===== config.mk =====
export PLATFORM = sky130hd
export DESIGN_NAME = ps2_host_tx
export DESIGN_NICKNAME = d
export VERILOG_FILES = /design/src/rtl/ps2_pkg.sv /design/src/rtl/ps2_line_sync.sv /design/src/rtl/ps2_host_tx.sv
export SDC_FILE = /design/constraint.sdc
export NUM_CORES = 1
export LEC_CHECK = 0
export ABC_AREA = 1
export BUFFER_PORTS_ARGS = -buffer_cell sky130_fd_sc_hd__buf_4
export CAP_MARGIN = 25
export CORE_MARGIN = 2
export CORE_UTILIZATION = 55
export CTS_CLUSTER_DIAMETER = 150
export DETAILED_ROUTE_END_ITERATION = 10
export PLACE_DENSITY_LB_ADDON = 0.05
export SYNTH_ARGS = -nofsm -noshare
export SYNTH_HDL_FRONTEND = slang
export SYNTH_SLANG_ARGS = --single-unit

===== constraint.sdc =====
create_clock -name CLOCK_50 -period 2.65 [get_ports CLOCK_50]
set_clock_uncertainty 0.2 [all_clocks]
set_input_delay 0.3975 -clock CLOCK_50 [delete_from_list [all_inputs] [get_ports CLOCK_50]]
set_output_delay 0.3975 -clock CLOCK_50 [all_outputs]
set_load 0.01 [all_outputs]

===== src/rtl/ps2_pkg.sv =====
// Shared PS/2 types, command constants and parity helper.
package ps2_pkg;

  typedef enum logic [2:0] {
    IDLE    = 3'd0,
    INHIBIT = 3'd1,
    REQ     = 3'd2,
    SHIFT   = 3'd3,
    ACK     = 3'd4,
    FINISH  = 3'd5
  } tx_state_t;

  localparam logic [7:0] CMD_SET_LEDS = 8'hED;
  localparam logic [7:0] CMD_ENABLE   = 8'hF4;
  localparam logic [7:0] CMD_RESET    = 8'hFF;
  localparam logic [7:0] RESP_ACK     = 8'hFA;

  localparam int unsigned BIT_CNT_W = 4;
  localparam logic [BIT_CNT_W-1:0] BIT_CNT_MAX = 4'd11;

  // PS/2 frames carry odd parity: the parity bit makes the total count of ones odd.
  function automatic logic odd_parity(input logic [7:0] d);
    return ~^d;
  endfunction

endpackage


===== src/rtl/ps2_line_sync.sv =====
// Two-flop synchronizer for one PS/2 line plus a registered falling-edge strobe.
module ps2_line_sync (
  input  logic clk,
  input  logic rst_n,
  input  logic raw,
  output logic level,
  output logic fall
);

  logic meta;
  logic level_d;

  // Lines idle high, so reset to 1 to avoid a false edge after reset.
  always_ff @(posedge clk or negedge rst_n) begin
    if (!rst_n) begin
      meta    <= 1'b1;
      level   <= 1'b1;
      level_d <= 1'b1;
      fall    <= 1'b0;
    end else begin
      meta    <= raw;
      level   <= meta;
      level_d <= level;
      fall    <= level_d & ~level;
    end
  end

endmodule


===== src/rtl/ps2_host_tx.sv =====
// PS/2 host-to-device command transmitter with ACK check and line timeout.
module ps2_host_tx
  import ps2_pkg::*;
#(
  parameter int unsigned INHIBIT_CYCLES = 5000,
  parameter int unsigned TIMEOUT_CYCLES = 750000
) (
  input  logic       CLOCK_50,
  input  logic       resetn,
  input  logic [7:0] tx_data,
  input  logic       tx_valid,
  output logic       tx_ready,
  input  logic       ps2_clk_in,
  input  logic       ps2_dat_in,
  output logic       ps2_clk_oe,
  output logic       ps2_dat_oe,
  output logic       busy,
  output logic       tx_done,
  output logic       tx_error
);

  localparam int unsigned CNT_MAX = (INHIBIT_CYCLES > TIMEOUT_CYCLES) ? INHIBIT_CYCLES
                                                                      : TIMEOUT_CYCLES;
  localparam int unsigned CNT_W   = $clog2(CNT_MAX + 1);

  tx_state_t            state, state_next;
  logic [CNT_W-1:0]     cnt, cnt_next;
  logic [BIT_CNT_W-1:0] bit_cnt, bit_cnt_next;
  logic [BIT_CNT_W-1:0] bit_inc;
  logic [7:0]           byte_q, byte_next;
  logic                 par_q, par_next;
  logic                 ack_err, ack_err_next;
  logic                 clk_oe_next, dat_oe_next;
  logic                 done_next, err_next;

  logic clk_lvl, clk_fall;
  logic dat_lvl, dat_fall_unused;
  logic inhibit_last, inhibit_pre_last, timeout;

  ps2_line_sync u_clk_sync (
    .clk   (CLOCK_50),
    .rst_n (resetn),
    .raw   (ps2_clk_in),
    .level (clk_lvl),
    .fall  (clk_fall)
  );

  ps2_line_sync u_dat_sync (
    .clk   (CLOCK_50),
    .rst_n (resetn),
    .raw   (ps2_dat_in),
    .level (dat_lvl),
    .fall  (dat_fall_unused)
  );

  // Counter decodes and saturating bit-count increment.
  always_comb begin
    inhibit_last     = (cnt == CNT_W'(INHIBIT_CYCLES - 1));
    inhibit_pre_last = (cnt == CNT_W'(INHIBIT_CYCLES - 2));
    timeout          = (cnt == CNT_W'(TIMEOUT_CYCLES - 1));
    bit_inc          = (bit_cnt >= BIT_CNT_MAX) ? BIT_CNT_MAX : bit_cnt + 4'd1;
  end

  // Next-state and next-output logic; outputs are registered from these values.
  always_comb begin
    state_next   = state;
    cnt_next     = cnt;
    bit_cnt_next = bit_cnt;
    byte_next    = byte_q;
    par_next     = par_q;
    ack_err_next = ack_err;
    clk_oe_next  = 1'b0;
    dat_oe_next  = ps2_dat_oe;
    done_next    = 1'b0;
    err_next     = 1'b0;

    unique case (state)
      IDLE: begin
        dat_oe_next = 1'b0;
        if (tx_valid) begin
          state_next   = INHIBIT;
          cnt_next     = '0;
          bit_cnt_next = '0;
          byte_next    = tx_data;
          par_next     = odd_parity(tx_data);
          ack_err_next = 1'b0;
          clk_oe_next  = 1'b1;
          dat_oe_next  = (INHIBIT_CYCLES == 1);
        end
      end

      INHIBIT: begin
        clk_oe_next = 1'b1;
        cnt_next    = cnt + CNT_W'(1);
        if (inhibit_pre_last) dat_oe_next = 1'b1;
        if (inhibit_last) begin
          state_next  = REQ;
          cnt_next    = '0;
          clk_oe_next = 1'b0;
          dat_oe_next = 1'b1;
        end
      end

      // Start bit held low; the first device clock fall presents data bit 0.
      REQ: begin
        cnt_next = cnt + CNT_W'(1);
        if (clk_fall) begin
          state_next   = SHIFT;
          cnt_next     = '0;
          bit_cnt_next = bit_inc;
          dat_oe_next  = ~byte_q[0];
        end else if (timeout) begin
          state_next  = FINISH;
          dat_oe_next = 1'b0;
          err_next    = 1'b1;
        end
      end

      SHIFT: begin
        cnt_next = cnt + CNT_W'(1);
        if (clk_fall) begin
          cnt_next     = '0;
          bit_cnt_next = bit_inc;
          if (bit_inc <= 4'd8) begin
            dat_oe_next = ~byte_q[bit_cnt[2:0]];
          end else if (bit_inc == 4'd9) begin
            dat_oe_next = ~par_q;
          end else begin
            dat_oe_next = 1'b0;
            state_next  = ACK;
          end
        end else if (timeout) begin
          state_next  = FINISH;
          dat_oe_next = 1'b0;
          err_next    = 1'b1;
        end
      end

      // Sample the device ACK on fall 11, then wait for the clock to return high.
      ACK: begin
        dat_oe_next = 1'b0;
        cnt_next    = cnt + CNT_W'(1);
        if (bit_cnt != BIT_CNT_MAX) begin
          if (clk_fall) begin
            cnt_next     = '0;
            bit_cnt_next = bit_inc;
            ack_err_next = dat_lvl;
          end else if (timeout) begin
            state_next = FINISH;
            err_next   = 1'b1;
          end
        end else if (clk_lvl) begin
          state_next = FINISH;
          done_next  = ~ack_err;
          err_next   = ack_err;
        end else if (timeout) begin
          state_next = FINISH;
          err_next   = 1'b1;
        end
      end

      FINISH: begin
        dat_oe_next = 1'b0;
        state_next  = IDLE;
      end

      default: begin
        dat_oe_next = 1'b0;
        state_next  = IDLE;
      end
    endcase
  end

  // State, datapath and registered outputs.
  always_ff @(posedge CLOCK_50 or negedge resetn) begin
    if (!resetn) begin
      state      <= IDLE;
      cnt        <= '0;
      bit_cnt    <= '0;
      byte_q     <= '0;
      par_q      <= 1'b0;
      ack_err    <= 1'b0;
      ps2_clk_oe <= 1'b0;
      ps2_dat_oe <= 1'b0;
      busy       <= 1'b0;
      tx_ready   <= 1'b1;
      tx_done    <= 1'b0;
      tx_error   <= 1'b0;
    end else begin
      state      <= state_next;
      cnt        <= cnt_next;
      bit_cnt    <= bit_cnt_next;
      byte_q     <= byte_next;
      par_q      <= par_next;
      ack_err    <= ack_err_next;
      ps2_clk_oe <= clk_oe_next;
      ps2_dat_oe <= dat_oe_next;
      busy       <= (state_next != IDLE);
      tx_ready   <= (state_next == IDLE);
      tx_done    <= done_next;
      tx_error   <= err_next;
    end
  end

endmodule

# Word level (Yosys, flattened, before mapping)

Index checks and enable logic that the tools add are counted.

Reductions and logical operators: 12
Multiplexer cells: 46
Equal/unequal tests: 13
$add $sub $neg: 2
Bitwise gates (word level): 6
Order comparisons: 3

Operators by type and width:

| cell                                                      | count |
|---|---|
| two-way mux 20 bit                                        | 4 |
| one-hot mux 20 bit (4 select lines)                       | 1 |
| equality test 20 x 13 -> 1 bit (second input constant)    | 2 |
| two-way mux 3 bit                                         | 10 |
| adder 20 x 1 -> 20 bit (second input constant)            | 1 |
| equality test 20 bit (second input constant)              | 1 |
| two-way mux 1 bit                                         | 20 |
| two-way mux 4 bit                                         | 4 |
| one-hot mux 3 bit (5 select lines)                        | 1 |
| one-hot mux 4 bit (3 select lines)                        | 1 |
| XNOR reduction 8 bit                                      | 1 |
| equality test 3 x 2 -> 1 bit (second input constant)      | 2 |
| zero test 3 bit                                           | 2 |
| one-hot mux 1 bit (2 select lines)                        | 3 |
| nonzero test 3 bit                                        | 2 |
| NOT 1 bit                                                 | 5 |
| adder 4 x 1 -> 4 bit (second input constant)              | 1 |
| equality test 4 bit (second input constant)               | 1 |
| greater-or-equal comparator 4 bit (second input constant) | 1 |
| <= comparator 4 bit (second input constant)               | 1 |
| < comparator 3 x 4 -> 1 bit (second input constant)       | 1 |
| != test 2 bit (second input constant)                     | 2 |
| != test 4 bit (second input constant)                     | 1 |
| AND reduction 2 bit                                       | 2 |
| 12 further kinds                                          | 12 |

Logic and storage cells: 100
Register bits after elaboration: 49
Output and inout port bits: 6
Bits of input ports: 13

# Longest topological paths before layout

Depth after elaboration: 8
Gate-level depth with buffers: 14
Gate-level depth less buffers: 14

# Modules after synthesis

Synthesis repeated with hierarchy kept, for this count alone.

Cells, all modules: 361
Area, all modules: 2819.0 sq um

Modules (own cells, without submodules):

| module        | area each (sq um) | sequential area each (sq um) | cells each | instances |
|---|---|---|---|---|
| ps2_host_tx   | 2591.2            | 1077.3                       | 349        | 1 |
| ps2_line_sync | 113.9             | 103.8                        | 6          | 2 |

# Worst setup path before layout

No wires, ideal clock.

Path type: flip-flop to flip-flop
Start: register cnt[1]
End: register cnt[14]
Slack: 908 ps
Arrival time: 1413 ps
Cell stages (with the launch flop): 9
Required time: 2320 ps
Path buffers: 0
Cell sequence: dfrtp_1 ha_1 nand3_1 inv_2 nand2_1 nor2_1 nand3_1 nor4_1 nor3_2

Cells in the longest elaborated chain, start to end: 4

RTL lines:

| what                                  | RTL line                                                   | source |
|---|---|---|
| start: declaration                    | ps2_host_tx.sv:27                                          | `logic [CNT_W-1:0] cnt, cnt_next;` |
| start signal: assignment              | ps2_host_tx.sv:191                                         | `cnt <= cnt_next;` |
| adder 20 x 1 -> 20 bit                | --                                                         |  |
| two-way mux 20 bit                    | ps2_host_tx.sv:107, ps2_host_tx.sv:121, ps2_host_tx.sv:144 |  |
| two-way mux 20 bit                    | ps2_host_tx.sv:143                                         | `if (bit_cnt != BIT_CNT_MAX) begin` |
| one-hot mux 20 bit (4 select lines) * | ps2_host_tx.sv:77                                          | `unique case (state)` |

Every way passes the cells marked *; elsewhere a longest branch is shown, timed or not.
A chain may end at the register's enable or synchronous reset.

# Final worst setup path

Same ends and word-level chain as after synthesis.

==> flow_summary.toml <==
[route]
drt_first_pass_iters = 4
routed_wl_um = 6086
vias = 2470
drt_drc_violations_left = 0
drt_iter0_drc = 146
ant_nets = 0
viasPerCell = 5.244
detail_route.wl_per_cell_um = 12.92

[layout]
fin_util = 0.6358
drive_above_1_share = 0.1721
layout_common_cells = "nand2_1, inv_1, dfrtp_1"
regArea_um2 = 1234
diodes = 0
multi_input_area_um2 = 1438
nNetsFinal = 416
fillers = 480
syn2layout_area_growth_pct = 10.87
final_common_cell = "nand2_1"
fin_area_um2 = 3268

[setup_path]
required_ns = 2.64
slowest_stage = "dfrtp_1"
slowest_delay_ns = 0.39
path_common_cell = "nand3_1"
critPathArrivalTime_ns = 2.02
crit_path_end_kind = "register"
critical_path_class = "register to register"
startpoint_type = "register"
path_cells = "ha_1 -> nand3_1 -> inv_2 -> nand2_1 -> nor2_1 -> nand3_1 -> nor4_1 -> nor3_2"
worstPathMaxFanout = 4

[placement]
dpl.hpwl_um = 4532
portBuffers = 18
place_area_um2 = 3123
gp_congestion = 1.012

[power_and_ir_drop]
p_int_uw = 1065
p_leak_uw = 0.001564
peakVddDrop_v = 0.0003236
power.clock.fraction = 0.403
power_density_nw_per_um2 = 418.4
share_comb_of_total_power = 0.043
power_frac_seq = 0.554
switchingPower_uw = 302.4
switching_share = 0.2212

[logic_synthesis]
synth_nets = 396
ys_seq_area_frac = 0.4185
yosysWarnings = 0
synthDistinctLibCells = 36
syn_inst = 380
netlist_area_um2 = 2948
synth_seq_cells = 49
avgSynthCellArea_um2 = 7.757

[die]
fp.coreArea_um2 = 5140
start_util = 0.5735
die_area_um2 = 5961
die_w_um = 77.21
io_pins = 19
fp.dieH_um = 77.21
rows = 26

[outcome]
status = "finished clean"

[cts]
cts.htree.levels = 2
cts_tree = "done"
numCtsBuffers = 5
clock_sinks = 49
insertion_delay_ns = 0.31
clockBufferDepth = 2
cts_root_buf = "clkbuf_8"
path_clk_slew_ns = 0.10
cts_setup_buffers = 0

[timing]
slew_headroom = 0.5931
hold_violations = 0
final-setup-viol-count = 0
fmax_ghz = 0.4919
setup-tns-final_ns = 0
period_minus_slack_ns = 2.033
rsz0062_at_grt = "false"
worstMarginPinSlew_ns = 0.6103
slew_viol_final = 0
post-route-period-util = 0.7671

[grt]
grt_first_pass_wirelength_um = 10810
grt_pass1_vias = 2356
grt_max_degree = 50
grt_usage = 0.2242
overflow = 0
antenna_found_initial = 0

[hold_path]
hold_path_class = "input port to register"

[job]
max-cap-violations = 0
[worst max-delay path, delay by kind of cell (launching register included)]
| kind | cells | cell delay, ns |
|---|---|---|
| fa+ha+maj | 1 | 0.21 |
| buf+inv | 1 | 0.11 |
| flops | 1 | 0.39 |
| simple gates | 6 | 1.01 |
[cell families (layout without fill, tap and decap cells)]
family	after synthesis	count (layout)	share of synthesized area
compound gates	42	42	0.07810
xor+xnor	14	14	0.04160
fa+ha+maj	3	3	0.01273
buf+inv	69	90	0.09380
flops	49	49	0.4185
simple gates	203	203	0.3553
[power by group through the flow]
stage,clock network (uW),logic (uW),registers [uW]
floorplan,0,21.7,772
global route,595,66.8,759
finish,551,58.5,758
detailed placement,0,56.9,773
CTS,569,60.5,758
global placement,0,55.3,772
[synthesized netlist by cell type, drive strengths merged]
cell type / number / area [um2]
a21oi: 16 / 80.08
a31oi: 1 / 6.260
buf: 7 / 43.79
clkbuf: 1 / 3.750
dfrtp: 43 / 1076
dfstp: 6 / 157.7
ha: 3 / 37.54
inv: 61 / 229.0
nand2: 74 / 295.3
nand3: 39 / 205.2
nand3b: 1 / 7.510
nand4: 11 / 68.82
nor2: 49 / 230.2
nor3: 23 / 183.9
nor4: 6 / 56.31
o211ai: 1 / 7.510
o21ai: 17 / 88.84
o21bai: 1 / 7.510
o22ai: 5 / 31.28
o32ai: 1 / 8.760
xnor2: 6 / 52.55
xor2: 8 / 70.07
[layer usage]
layer / vias to the layer above / GRT usage / part of all wire
met3: 6 / 0.03294 / 0.047
met1: 1135 / 0.3257 / 0.51
met2: 55 / 0.3496 / 0.43
li1: 1274 / - / -
met5: - / 0 / 0
met4: 0 / 0.06250 / 0.010
[final timing paths]
path                                 start                to  slack [ns]  cells after the start
min reg2reg                u_dat_sync.meta  u_dat_sync.level        0.16                      0
min                             tx_data[5]         byte_q[5]        0.15                      3
max reg2reg                         cnt[1]           cnt[14]        0.62                      8
max                                 cnt[1]           cnt[14]        0.62                      8
min in group asynchronous           resetn           ack_err        0.43                      2
max in group asynchronous           resetn            cnt[5]        1.40                      2
[state kept, by name (all words and copies together) (netlist names)]
register	flops
tx_ready	1
u_clk_sync.level	1
u_clk_sync.meta	1
busy	1
par_q	1
cnt	20
tx_error	1
ack_err	1
bit_cnt	4
state	3
u_dat_sync.level	1
u_clk_sync.fall	1
tx_done	1
ps2_dat_oe	1
byte_q	8
u_clk_sync.level_d	1
u_dat_sync.meta	1
ps2_clk_oe	1
[repair_timing]
action	in CTS	in global routing
gates resized for setup	0	0
hold endpoints to repair	45	0
hold buffers	3	0
[area by class of cell]
cell class | instances | area share
Multi-Input combinational cell | 262 | 0.4399
Sequential cell | 49 | 0.3775
Inverter | 61 | 0.07006
Timing Repair Buffer | 21 | 0.05054
Tap cell | 70 | 0.02680
Clock buffer | 5 | 0.02106
Clock inverter | 3 | 0.01417
[through the flow]
stage / hold WS [ns] / std cells / worst slack [ns] / power, uW
2_1_floorplan: -0.09809 / 380 / 0.9076 / 793.5
3_3_place_gp: 0.1460 / 460 / 0.6881 / 827.6
6_report: 0.1457 / 471 / 0.6171 / 1367
5_1_grt: 0.1573 / 471 / 0.4424 / 1421
3_5_place_dp: 0.1494 / 460 / 0.6613 / 829.6
4_1_cts: 0.1373 / 471 / 0.6463 / 1388
Power figures use the tool's default switching activity.
